[src/rtl/mem_loader_pkg.sv]
`default_nettype none
// ============================================================================
// Module      : mem_loader_pkg
// Description : Shared constants for the boot-image loader. Holds the state
//               encodings and the address width shared with the memory block.
// Revision    : 1.0 - initial release
// ============================================================================
package mem_loader_pkg;

  localparam int MEM_ADDR_W = 13;
  localparam int HDR_LEN    = 2;

  localparam logic [3:0] ST_IDLE    = 4'd0;
  localparam logic [3:0] ST_HDR_HI  = 4'd1;
  localparam logic [3:0] ST_HDR_LO  = 4'd2;
  localparam logic [3:0] ST_W_HI    = 4'd3;
  localparam logic [3:0] ST_W_LO    = 4'd4;
  localparam logic [3:0] ST_SET_A   = 4'd5;
  localparam logic [3:0] ST_WRITE_M = 4'd6;
  localparam logic [3:0] ST_CHK     = 4'd7;
  localparam logic [3:0] ST_FIN     = 4'd8;
  localparam logic [3:0] ST_DONE    = 4'd9;
  localparam logic [3:0] ST_ERROR   = 4'd10;

  // Largest word count that fits between the base address and the top of RAM.
  function automatic logic [31:0] max_words(input int addr_w, input int base_addr);
    return (32'd1 << addr_w) - 32'(base_addr);
  endfunction

endpackage
`default_nettype wire

[src/rtl/mem_loader_if.sv]
`default_nettype none
// ============================================================================
// Module      : mem_loader_if
// Description : Boot byte stream (valid/ready) plus the A/D/M memory write
//               port driven by the loader.
// Revision    : 1.0 - initial release
// ============================================================================
interface mem_loader_if;

  logic [7:0]  byte_in;
  logic        byte_valid;
  logic        byte_ready;
  logic        reg_a_en;
  logic        reg_d_en;
  logic        reg_m_en;
  logic [15:0] data_out;

  modport master (
    input  byte_in, byte_valid,
    output byte_ready, reg_a_en, reg_d_en, reg_m_en, data_out
  );

  modport slave (
    output byte_in, byte_valid,
    input  byte_ready, reg_a_en, reg_d_en, reg_m_en, data_out
  );

endinterface
`default_nettype wire

[src/rtl/mem_loader_word_asm.sv]
`default_nettype none
// ============================================================================
// Module      : mem_loader_word_asm
// Description : Assembles byte pairs (high byte first) into 16-bit words using
//               a hi/lo phase bit. Serves both the header and the data words.
// Revision    : 1.0 - initial release
// ============================================================================
module mem_loader_word_asm (
  input  logic        clk,
  input  logic        rst,
  input  logic        clear,
  input  logic        accept,
  input  logic [7:0]  byte_in,
  output logic [15:0] word,
  output logic [15:0] word_next
);

  logic       phase_q, phase_d;
  logic [7:0] hi_q, hi_d;
  logic [7:0] lo_q, lo_d;

  always_comb begin
    phase_d = phase_q;
    hi_d    = hi_q;
    lo_d    = lo_q;
    if (clear) begin
      phase_d = 1'b0;
    end else if (accept) begin
      if (!phase_q) hi_d = byte_in;
      else          lo_d = byte_in;
      phase_d = ~phase_q;
    end
  end

  always_ff @(posedge clk) begin
    if (rst) begin
      phase_q <= 1'b0;
      hi_q    <= 8'd0;
      lo_q    <= 8'd0;
    end else begin
      phase_q <= phase_d;
      hi_q    <= hi_d;
      lo_q    <= lo_d;
    end
  end

  assign word      = {hi_q, lo_q};
  // Lets the caller act on a word in the same cycle its low byte arrives.
  assign word_next = {hi_q, byte_in};

endmodule
`default_nettype wire

[src/rtl/mem_loader.sv]
`default_nettype none
// ============================================================================
// Module      : mem_loader
// Description : Streams a boot image into A/D/M memory: header word count,
//               then per word an A load and an M write, finally D = count.
//               Define MEM_LOADER_CHECKSUM_EN for a trailing XOR checksum byte.
// Revision    : 1.0 - initial release
// ============================================================================
module mem_loader
  import mem_loader_pkg::*;
#(
  parameter int ADDR_W    = MEM_ADDR_W,
  parameter int BASE_ADDR = 0
) (
  input  logic         clk,
  input  logic         rst,
  input  logic         start,
  mem_loader_if.master bus,
  output logic         busy,
  output logic         done,
  output logic         error
);

  localparam logic [31:0] MAX_WORDS = max_words(ADDR_W, BASE_ADDR);
`ifdef MEM_LOADER_CHECKSUM_EN
  localparam logic [3:0]  ST_AFTER  = ST_CHK;
`else
  localparam logic [3:0]  ST_AFTER  = ST_FIN;
`endif

  logic [3:0]  state_q, state_d;
  logic [15:0] idx_q, idx_d;
  logic [15:0] count_q, count_d;
  logic        error_q, error_d;
`ifdef MEM_LOADER_CHECKSUM_EN
  logic [7:0]  csum_q, csum_d;
`endif

  logic              w_accept;
  logic              w_clear;
  logic              w_last;
  logic [15:0]       w_word;
  logic [15:0]       w_hdr;
  logic [ADDR_W-1:0] w_addr;

  assign w_accept = bus.byte_valid && bus.byte_ready;
  assign w_clear  = (state_q == ST_IDLE) && start;
  assign w_last   = (idx_q == count_q - 16'd1);
  assign w_addr   = ADDR_W'(BASE_ADDR) + idx_q[ADDR_W-1:0];

  mem_loader_word_asm u_word_asm (
    .clk       (clk),
    .rst       (rst),
    .clear     (w_clear),
    .accept    (w_accept && (state_q != ST_CHK)),
    .byte_in   (bus.byte_in),
    .word      (w_word),
    .word_next (w_hdr)
  );

  always_comb begin
    state_d        = state_q;
    idx_d          = idx_q;
    count_d        = count_q;
    error_d        = error_q;
    bus.byte_ready = 1'b0;
    bus.reg_a_en   = 1'b0;
    bus.reg_d_en   = 1'b0;
    bus.reg_m_en   = 1'b0;
    bus.data_out   = 16'd0;
    busy           = 1'b1;
    done           = 1'b0;
    case (state_q)
      ST_IDLE: begin
        busy = 1'b0;
        if (start) begin
          state_d = ST_HDR_HI;
          idx_d   = 16'd0;
          error_d = 1'b0;
        end
      end
      ST_HDR_HI: begin
        bus.byte_ready = 1'b1;
        if (w_accept) state_d = ST_HDR_LO;
      end
      ST_HDR_LO: begin
        bus.byte_ready = 1'b1;
        if (w_accept) begin
          count_d = w_hdr;
          if (w_hdr == 16'd0) begin
            state_d = ST_AFTER;
          end else if ({16'd0, w_hdr} > MAX_WORDS) begin
            state_d = ST_ERROR;
            error_d = 1'b1;
          end else begin
            state_d = ST_W_HI;
          end
        end
      end
      ST_W_HI: begin
        bus.byte_ready = 1'b1;
        if (w_accept) state_d = ST_W_LO;
      end
      ST_W_LO: begin
        bus.byte_ready = 1'b1;
        if (w_accept) state_d = ST_SET_A;
      end
      ST_SET_A: begin
        bus.reg_a_en = 1'b1;
        bus.data_out = 16'(w_addr);
        state_d      = ST_WRITE_M;
      end
      ST_WRITE_M: begin
        bus.reg_m_en = 1'b1;
        bus.data_out = w_word;
        idx_d        = idx_q + 16'd1;
        state_d      = w_last ? ST_AFTER : ST_W_HI;
      end
`ifdef MEM_LOADER_CHECKSUM_EN
      ST_CHK: begin
        bus.byte_ready = 1'b1;
        if (w_accept) begin
          if (bus.byte_in == csum_q) begin
            state_d = ST_FIN;
          end else begin
            state_d = ST_ERROR;
            error_d = 1'b1;
          end
        end
      end
`endif
      ST_FIN: begin
        bus.reg_d_en = 1'b1;
        bus.data_out = count_q;
        state_d      = ST_DONE;
      end
      ST_DONE: begin
        busy    = 1'b0;
        done    = 1'b1;
        state_d = ST_IDLE;
      end
      ST_ERROR: begin
        busy    = 1'b0;
        state_d = ST_IDLE;
      end
      default: begin
        busy    = 1'b0;
        state_d = ST_IDLE;
      end
    endcase
  end

`ifdef MEM_LOADER_CHECKSUM_EN
  // Running XOR over header and data bytes; the checksum byte itself is excluded.
  always_comb begin
    csum_d = csum_q;
    if (w_clear)                             csum_d = 8'd0;
    else if (w_accept && state_q != ST_CHK)  csum_d = csum_q ^ bus.byte_in;
  end

  always_ff @(posedge clk) begin
    if (rst) csum_q <= 8'd0;
    else     csum_q <= csum_d;
  end
`endif

  always_ff @(posedge clk) begin
    if (rst) begin
      state_q <= ST_IDLE;
      idx_q   <= 16'd0;
      count_q <= 16'd0;
      error_q <= 1'b0;
    end else begin
      state_q <= state_d;
      idx_q   <= idx_d;
      count_q <= count_d;
      error_q <= error_d;
    end
  end

  assign error = error_q;

endmodule
`default_nettype wire

[src/flat_wrapper.sv]
// flat-port wrapper written by rule: the top's interface ports become plain ports
module mem_loader_flat import mem_loader_pkg::*;
#(
  parameter int ADDR_W    = MEM_ADDR_W,
  parameter int BASE_ADDR = 0
)
  (clk, rst, start, busy, done, error, bus_byte_in, bus_byte_valid, bus_byte_ready, bus_reg_a_en, bus_reg_d_en, bus_reg_m_en, bus_data_out);
  mem_loader_if bus_i ();
  input  logic clk;
  input  logic rst;
  input  logic start;
  output logic busy;
  output logic done;
  output logic error;
  input wire logic [$bits(bus_i.byte_in)-1:0] bus_byte_in;
  input wire logic [$bits(bus_i.byte_valid)-1:0] bus_byte_valid;
  output wire logic [$bits(bus_i.byte_ready)-1:0] bus_byte_ready;
  output wire logic [$bits(bus_i.reg_a_en)-1:0] bus_reg_a_en;
  output wire logic [$bits(bus_i.reg_d_en)-1:0] bus_reg_d_en;
  output wire logic [$bits(bus_i.reg_m_en)-1:0] bus_reg_m_en;
  output wire logic [$bits(bus_i.data_out)-1:0] bus_data_out;
  assign bus_i.byte_in = bus_byte_in;
  assign bus_i.byte_valid = bus_byte_valid;
  assign bus_byte_ready = bus_i.byte_ready;
  assign bus_reg_a_en = bus_i.reg_a_en;
  assign bus_reg_d_en = bus_i.reg_d_en;
  assign bus_reg_m_en = bus_i.reg_m_en;
  assign bus_data_out = bus_i.data_out;
  mem_loader #(.ADDR_W(ADDR_W), .BASE_ADDR(BASE_ADDR)) u_core (.clk(clk), .rst(rst), .start(start), .bus(bus_i), .busy(busy), .done(done), .error(error));
endmodule
[config.mk]
export PLATFORM = sky130hd
export DESIGN_NAME = mem_loader_flat
export DESIGN_NICKNAME = d
export VERILOG_FILES = /design/src/rtl/mem_loader_pkg.sv /design/src/rtl/mem_loader_if.sv /design/src/rtl/mem_loader_word_asm.sv /design/src/rtl/mem_loader.sv /design/src/flat_wrapper.sv
export SDC_FILE = /design/constraint.sdc
export NUM_CORES = 1
export LEC_CHECK = 0
export BUFFER_PORTS_ARGS = -buffer_cell sky130_fd_sc_hd__buf_2
export CORE_ASPECT_RATIO = 0.7
export CORE_MARGIN = 2
export CORE_UTILIZATION = 41
export CTS_CLUSTER_DIAMETER = 80
export DETAILED_ROUTE_END_ITERATION = 6
export PLACE_DENSITY = 0.69
export SLEW_MARGIN = 0
export SYNTH_ARGS = -nofsm -noshare
export SYNTH_HDL_FRONTEND = slang
export SYNTH_SLANG_ARGS = --single-unit
export TNS_END_PERCENT = 50
[constraint.sdc]
create_clock -name clk -period 6.8 [get_ports clk]
set_clock_uncertainty 0.05 [all_clocks]
set_input_delay 1.7 -clock clk [delete_from_list [all_inputs] [get_ports clk]]
set_output_delay 1.7 -clock clk [all_outputs]
set_load 0.05 [all_outputs]
* Word level (Yosys, flattened, before mapping) *
Index checks and enable logic that the tools add are counted.

operators by class
  bitwise logic cells = 2
  eq/ne operators = 17
  multiplexer cells = 23
  reduce and logical (&&, ||, !) cells = 16
  add/sub/neg operators = 2
  magnitude comparators = 1

operators with widths
  operator                                                                number
  16-bit case mux with 3 select lines                                     1
  4-bit two-way mux                                                       8
  16-bit case mux with 2 select lines                                     1
  4-bit case mux with 8 select lines                                      1
  16-bit by 1-bit adder with 16-bit output, second input constant         1
  16-bit equality test                                                    1
  16-bit by 14-bit > comparator with 1-bit output, second input constant  1
  16-bit logical NOT                                                      1
  16-bit two-way mux                                                      1
  16-bit by 1-bit subtractor with 16-bit output, second input constant    1
  4-bit by 3-bit equality test with 1-bit output, second input constant   3
  1-bit two-way mux                                                       10
  2-bit by 1-bit != test with 1-bit output, second input constant         5
  5-bit AND reduction                                                     2
  4-bit by 2-bit equality test with 1-bit output, second input constant   2
  4-bit equality test, second input constant                              2
  7-bit OR reduction                                                      1
  3-bit AND reduction                                                     2
  4-bit by 1-bit equality test with 1-bit output, second input constant   1
  4-bit logical NOT                                                       1
  2-bit != test, second input constant                                    2
  4-bit by 3-bit != test with 1-bit output, second input constant         1
  2-bit AND reduction                                                     2
  2-bit nonzero test                                                      2
  other kinds (5)                                                         8

word-level totals
  register bits = 54
  output and inout bits = 23

* Depth between registers and ports, before layout *
  depth after elaboration = 6
  mapped depth = 8
  mapped depth without buffers = 8

* Modules after synthesis *
Synthesis repeated with hierarchy kept, for this count alone.

unflattened totals
  cells, all modules = 439
  area total of the unflattened synthesis = 3519.6 um^2

by module, submodules not included
  module               area each (um^2)  instances  sequential area each (um^2)  cells each
  mem_loader           2672.6            1          740.7                        356
  mem_loader_word_asm  847.1             1          340.3                        83

* Worst setup path after synthesis *
No wires, ideal clock.

  path type = register -> output
  start point = register u_core.state_q[0]
  end point = output bus_data_out[10]
  required time = 5.050 ns
  setup slack = 2.651 ns
  cell stages (with the launch flop) = 7
  buffers on the path = 2
  data arrival time = 2.399 ns
  cells stage by stage = dfxtp_1 clkbuf_1 inv_1 nor4b_1 clkbuf_1 a222oi_1 inv_1

between the ends
  longest elaborated chain between the ends = 2
  elaborated cells on any way between the ends = 4
  those cells by class = eq/ne: 3; mux: 1

ends and longest elaborated chain
  item                                                                                   line                source
  start: declaration                                                                     mem_loader.sv:31    logic [3:0] state_q, state_d;
  start signal: assignment                                                               mem_loader.sv:174   state_q <= state_d;
  4-bit equality test or 4-bit by 3-bit equality test with 1-bit output (tied branches)  mem_loader.sv:73    case (state_q)
  16-bit case mux with 3 select lines *                                                  mem_loader.sv:73
  end: declaration                                                                       flat_wrapper.sv:21  output wire logic [$bits(bus_i.data_out)-1:0] bus_data_out;

Every way passes the cells marked *; elsewhere a longest branch is shown, timed or not.

* Final worst setup path *
  start point = register u_core.state_q[3]
  end point = output bus_data_out[3]

The elaborated chain is that of the path after synthesis.

==> reports/qor.yml <==
layout:
  num_antenna_cells: 0
  final_cell_mix: "nand2_1 (56), dfxtp_1 (54), nor2_1 (44)"
  final_common_cell: "nand2_1"
  layout-drive-gt1-share: 0.139
  final_nets: 429
  area_delta_synth_final_pct: 9.47
sta:
  finalSetupViolCount: 0
  relSlewSlack: 0.360
  clock.fmax_ghz: 0.209
  drv_slew: 0
  fin_crit_sh: 0.704
  hold_viol: 0
  worst_pin_slew_ns: 0.960
  setup_ws_ns: 2.01
  finalCriticalPeriod_ns: 4.79
  whs_ns: 0.461
  tns_ns: 0
  rsz0062_at_grt: "no"
flow_run:
  cap_violations: 0
worst_setup_path:
  critPathCapture: "bus_data_out[3]"
  worst_ep_arrival_time_ns: 3.04
  critPathTopFamily: "buffers and inverters"
  r2r_setup_slack_ns: 4.04
  timing.rr.end: "u_core.idx_q[12]"
  cp-start-kind: "register"
  cp_max_fo: 26
  cpPeakStageDelay_ns: 0.77
  path_depth: 5
  critical_path_required_ns: 5.05
  cp-end-kind: "primary output"
  worstPathCellList: "nand4bb_1 -> clkinv_1 -> a222oi_1 -> inv_1 -> buf_2"
  r2r-start: "u_core.state_q[3]"
  setup.worst_path.class: "reg -> out"
  critical_path_buf_inv_count: 3
  cpMaxStageDelayCell: "clkinv_1"
  crit_start: "u_core.state_q[3]"
  reg2reg_depth: 5
global_route:
  grt_max_degree: 52
  grt_util_all_layers: 0.215
  grt_pass1_wl_mm: 14.1
  antenna_found_initial: 0
  grt_pass1_vias: 2619
  overflow: 0
clocking:
  tritoncts_num_sinks: 54
  cts_tree: "built"
  cts.repair.resized: 0
  cts_root_buf: "clkbuf_8"
  cts_hold_buf: 0
  post_cts_buffers: 0
  h-tree-depth: 2
  insertion_delay_ns: 0.32
  clock_path_buffers: 2
  cts_buffers: 5
  clkTransAtPathRegs_ns: 0.11
outcome:
  violations: "DRC"
  status: "finished, violations left"
detailed_routing:
  drtPass1Iterations: 7
  via_per_inst: 5.83
  routed_wl_mm: 8.83
  wl_per_cell_um: 17.2
  drt_iter0_markers: 320
  remaining_drc_errors: 6
  final_antenna_net_count: 0
  vias: 2997
synth:
  synthFlopType: "dfxtp_1"
  synth_enable_flop_cells: 0
  seq_area_frac_synth: 0.344
  yosysWarnings: 0
  synth_cell_type_count: 57
  syn_nets: 414
  async_reset_ff_frac: 0
  synthTopCellsByArea: "dfxtp_1 (34%), mux2i_1 (6.7%), nand2_1 (6.7%)"
  synth_top_area_frac: 0.344
  synth_area_um2: 3140
  avgSynthCellArea_um2: 7.86
  ys_seq_elements: 54
  synth_cells: 400
  synth_area_leader_cell: "dfxtp_1"
pwr:
  leakagePower_nw: 1.42
  pwr_density_cell_nw_per_um2: 269
  peakVddDrop_mv: 0.169
  total_power_w: 0.000926
floorplan:
  start_util: 0.428
  num_rows: 26
  fp.dieArea_um2: 8400
  die_w_um: 109
  die_y_um: 77.3
  core-area_um2: 7350
  ios: 35
placement:
  place.gp.congestion: 0.933
  dpl_worst_slack_ns: 2.41
  hpwl_mm: 6.24
  port_buffers: 34
min_path:
  min_path_type: "reg -> reg"
-- worst min-delay path: cells and delay by family (launching register included) --
family             cells  cell delay, ns
AOI/OAI and AO/OA      1            0.06
DFF                    1            0.36
and+or+nand+nor        1            0.06
-- state kept, by name, summed over array words and instances (netlist names) --
register,flops
u_core.count_q,16
u_core.idx_q,16
u_core.u_word_asm.hi_q,8
u_core.u_word_asm.lo_q,8
u_core.state_q,4
u_core.error,1
u_core.u_word_asm.phase_q,1
-- metrics by stage --
| step | cell area (um^2) | std cells | utilization |
|---|---|---|---|
| after CTS | 3440 | 514 | 0.468 |
| final | 3440 | 514 | 0.468 |
| after detailed placement | 3350 | 506 | 0.455 |
| after floorplan | 3140 | 400 | - |
| after global routing | 3440 | 514 | 0.468 |
| after global placement | 3350 | 506 | 0.455 |
-- Yosys cell counts, drive strengths merged, types with 2 or more instances --
cell,instances
a211oi,2
a21oi,27
a222oi,13
a22o,3
a311oi,2
a31o,2
a31oi,3
and2,3
and3,4
and3b,2
buf,3
clkbuf,26
dfxtp,54
ha,2
inv,20
mux2,4
mux2i,21
nand2,56
nand3,9
nand4,5
nor2,44
nor2b,7
nor3,8
nor4,9
nor4b,4
o21a,4
o21ai,8
o22ai,2
o31ai,2
or3,5
or4,4
xnor2,11
xor2,12
-- report_power, final --
group | total (W) | internal [W] | switching (W)
Clock | 0.000195 | 0.0000748 | 0.000120
Combinational | 0.000338 | 0.000126 | 0.000212
Sequential | 0.000393 | 0.000343 | 0.0000495
-- cell families after synthesis --
kind of cell | share of synthesized area
AO/OA/AOI/OAI | 0.170
XOR/XNOR | 0.0641
adder cells (fa/ha/maj) | 0.00796
buffers and inverters | 0.0645
flip-flops | 0.344
multiplexers | 0.0812
AND/OR/NAND/NOR | 0.269
-- worst min-delay path by stage --
stage	start	to	slack (ns)	cells past startpoint
after global routing	u_core.error	u_core.error	0.48	2
final	u_core.count_q[15]	u_core.count_q[15]	0.46	2
after CTS	u_core.count_q[15]	u_core.count_q[15]	0.46	2
after floorplan	u_core.u_word_asm.hi_q[3]	u_core.count_q[11]	0.41	2
after detailed placement	u_core.error	u_core.error	0.44	2
after global placement	u_core.error	u_core.error	0.43	2
-- per-layer routing --
layer,wire [um],vias to the layer above,GRT usage
met3,825,13,0.0374
li1,-,1448,-
met4,136,0,0.0564
met5,0,-,0
met1,4280,1405,0.344
met2,3600,131,0.289
-- final cells by class --
| type | count | area [um^2] |
|---|---|---|
| clock buffer | 5 | 68.8 |
| clock inverter | 3 | 25.0 |
| fill | 759 | 3910 |
| inverter | 21 | 78.8 |
| multi-input combinational | 296 | 1870 |
| sequential | 54 | 1080 |
| tap | 98 | 123 |
| timing repair buffer | 37 | 193 |
Note: power is estimated with default switching activity, not from simulation.
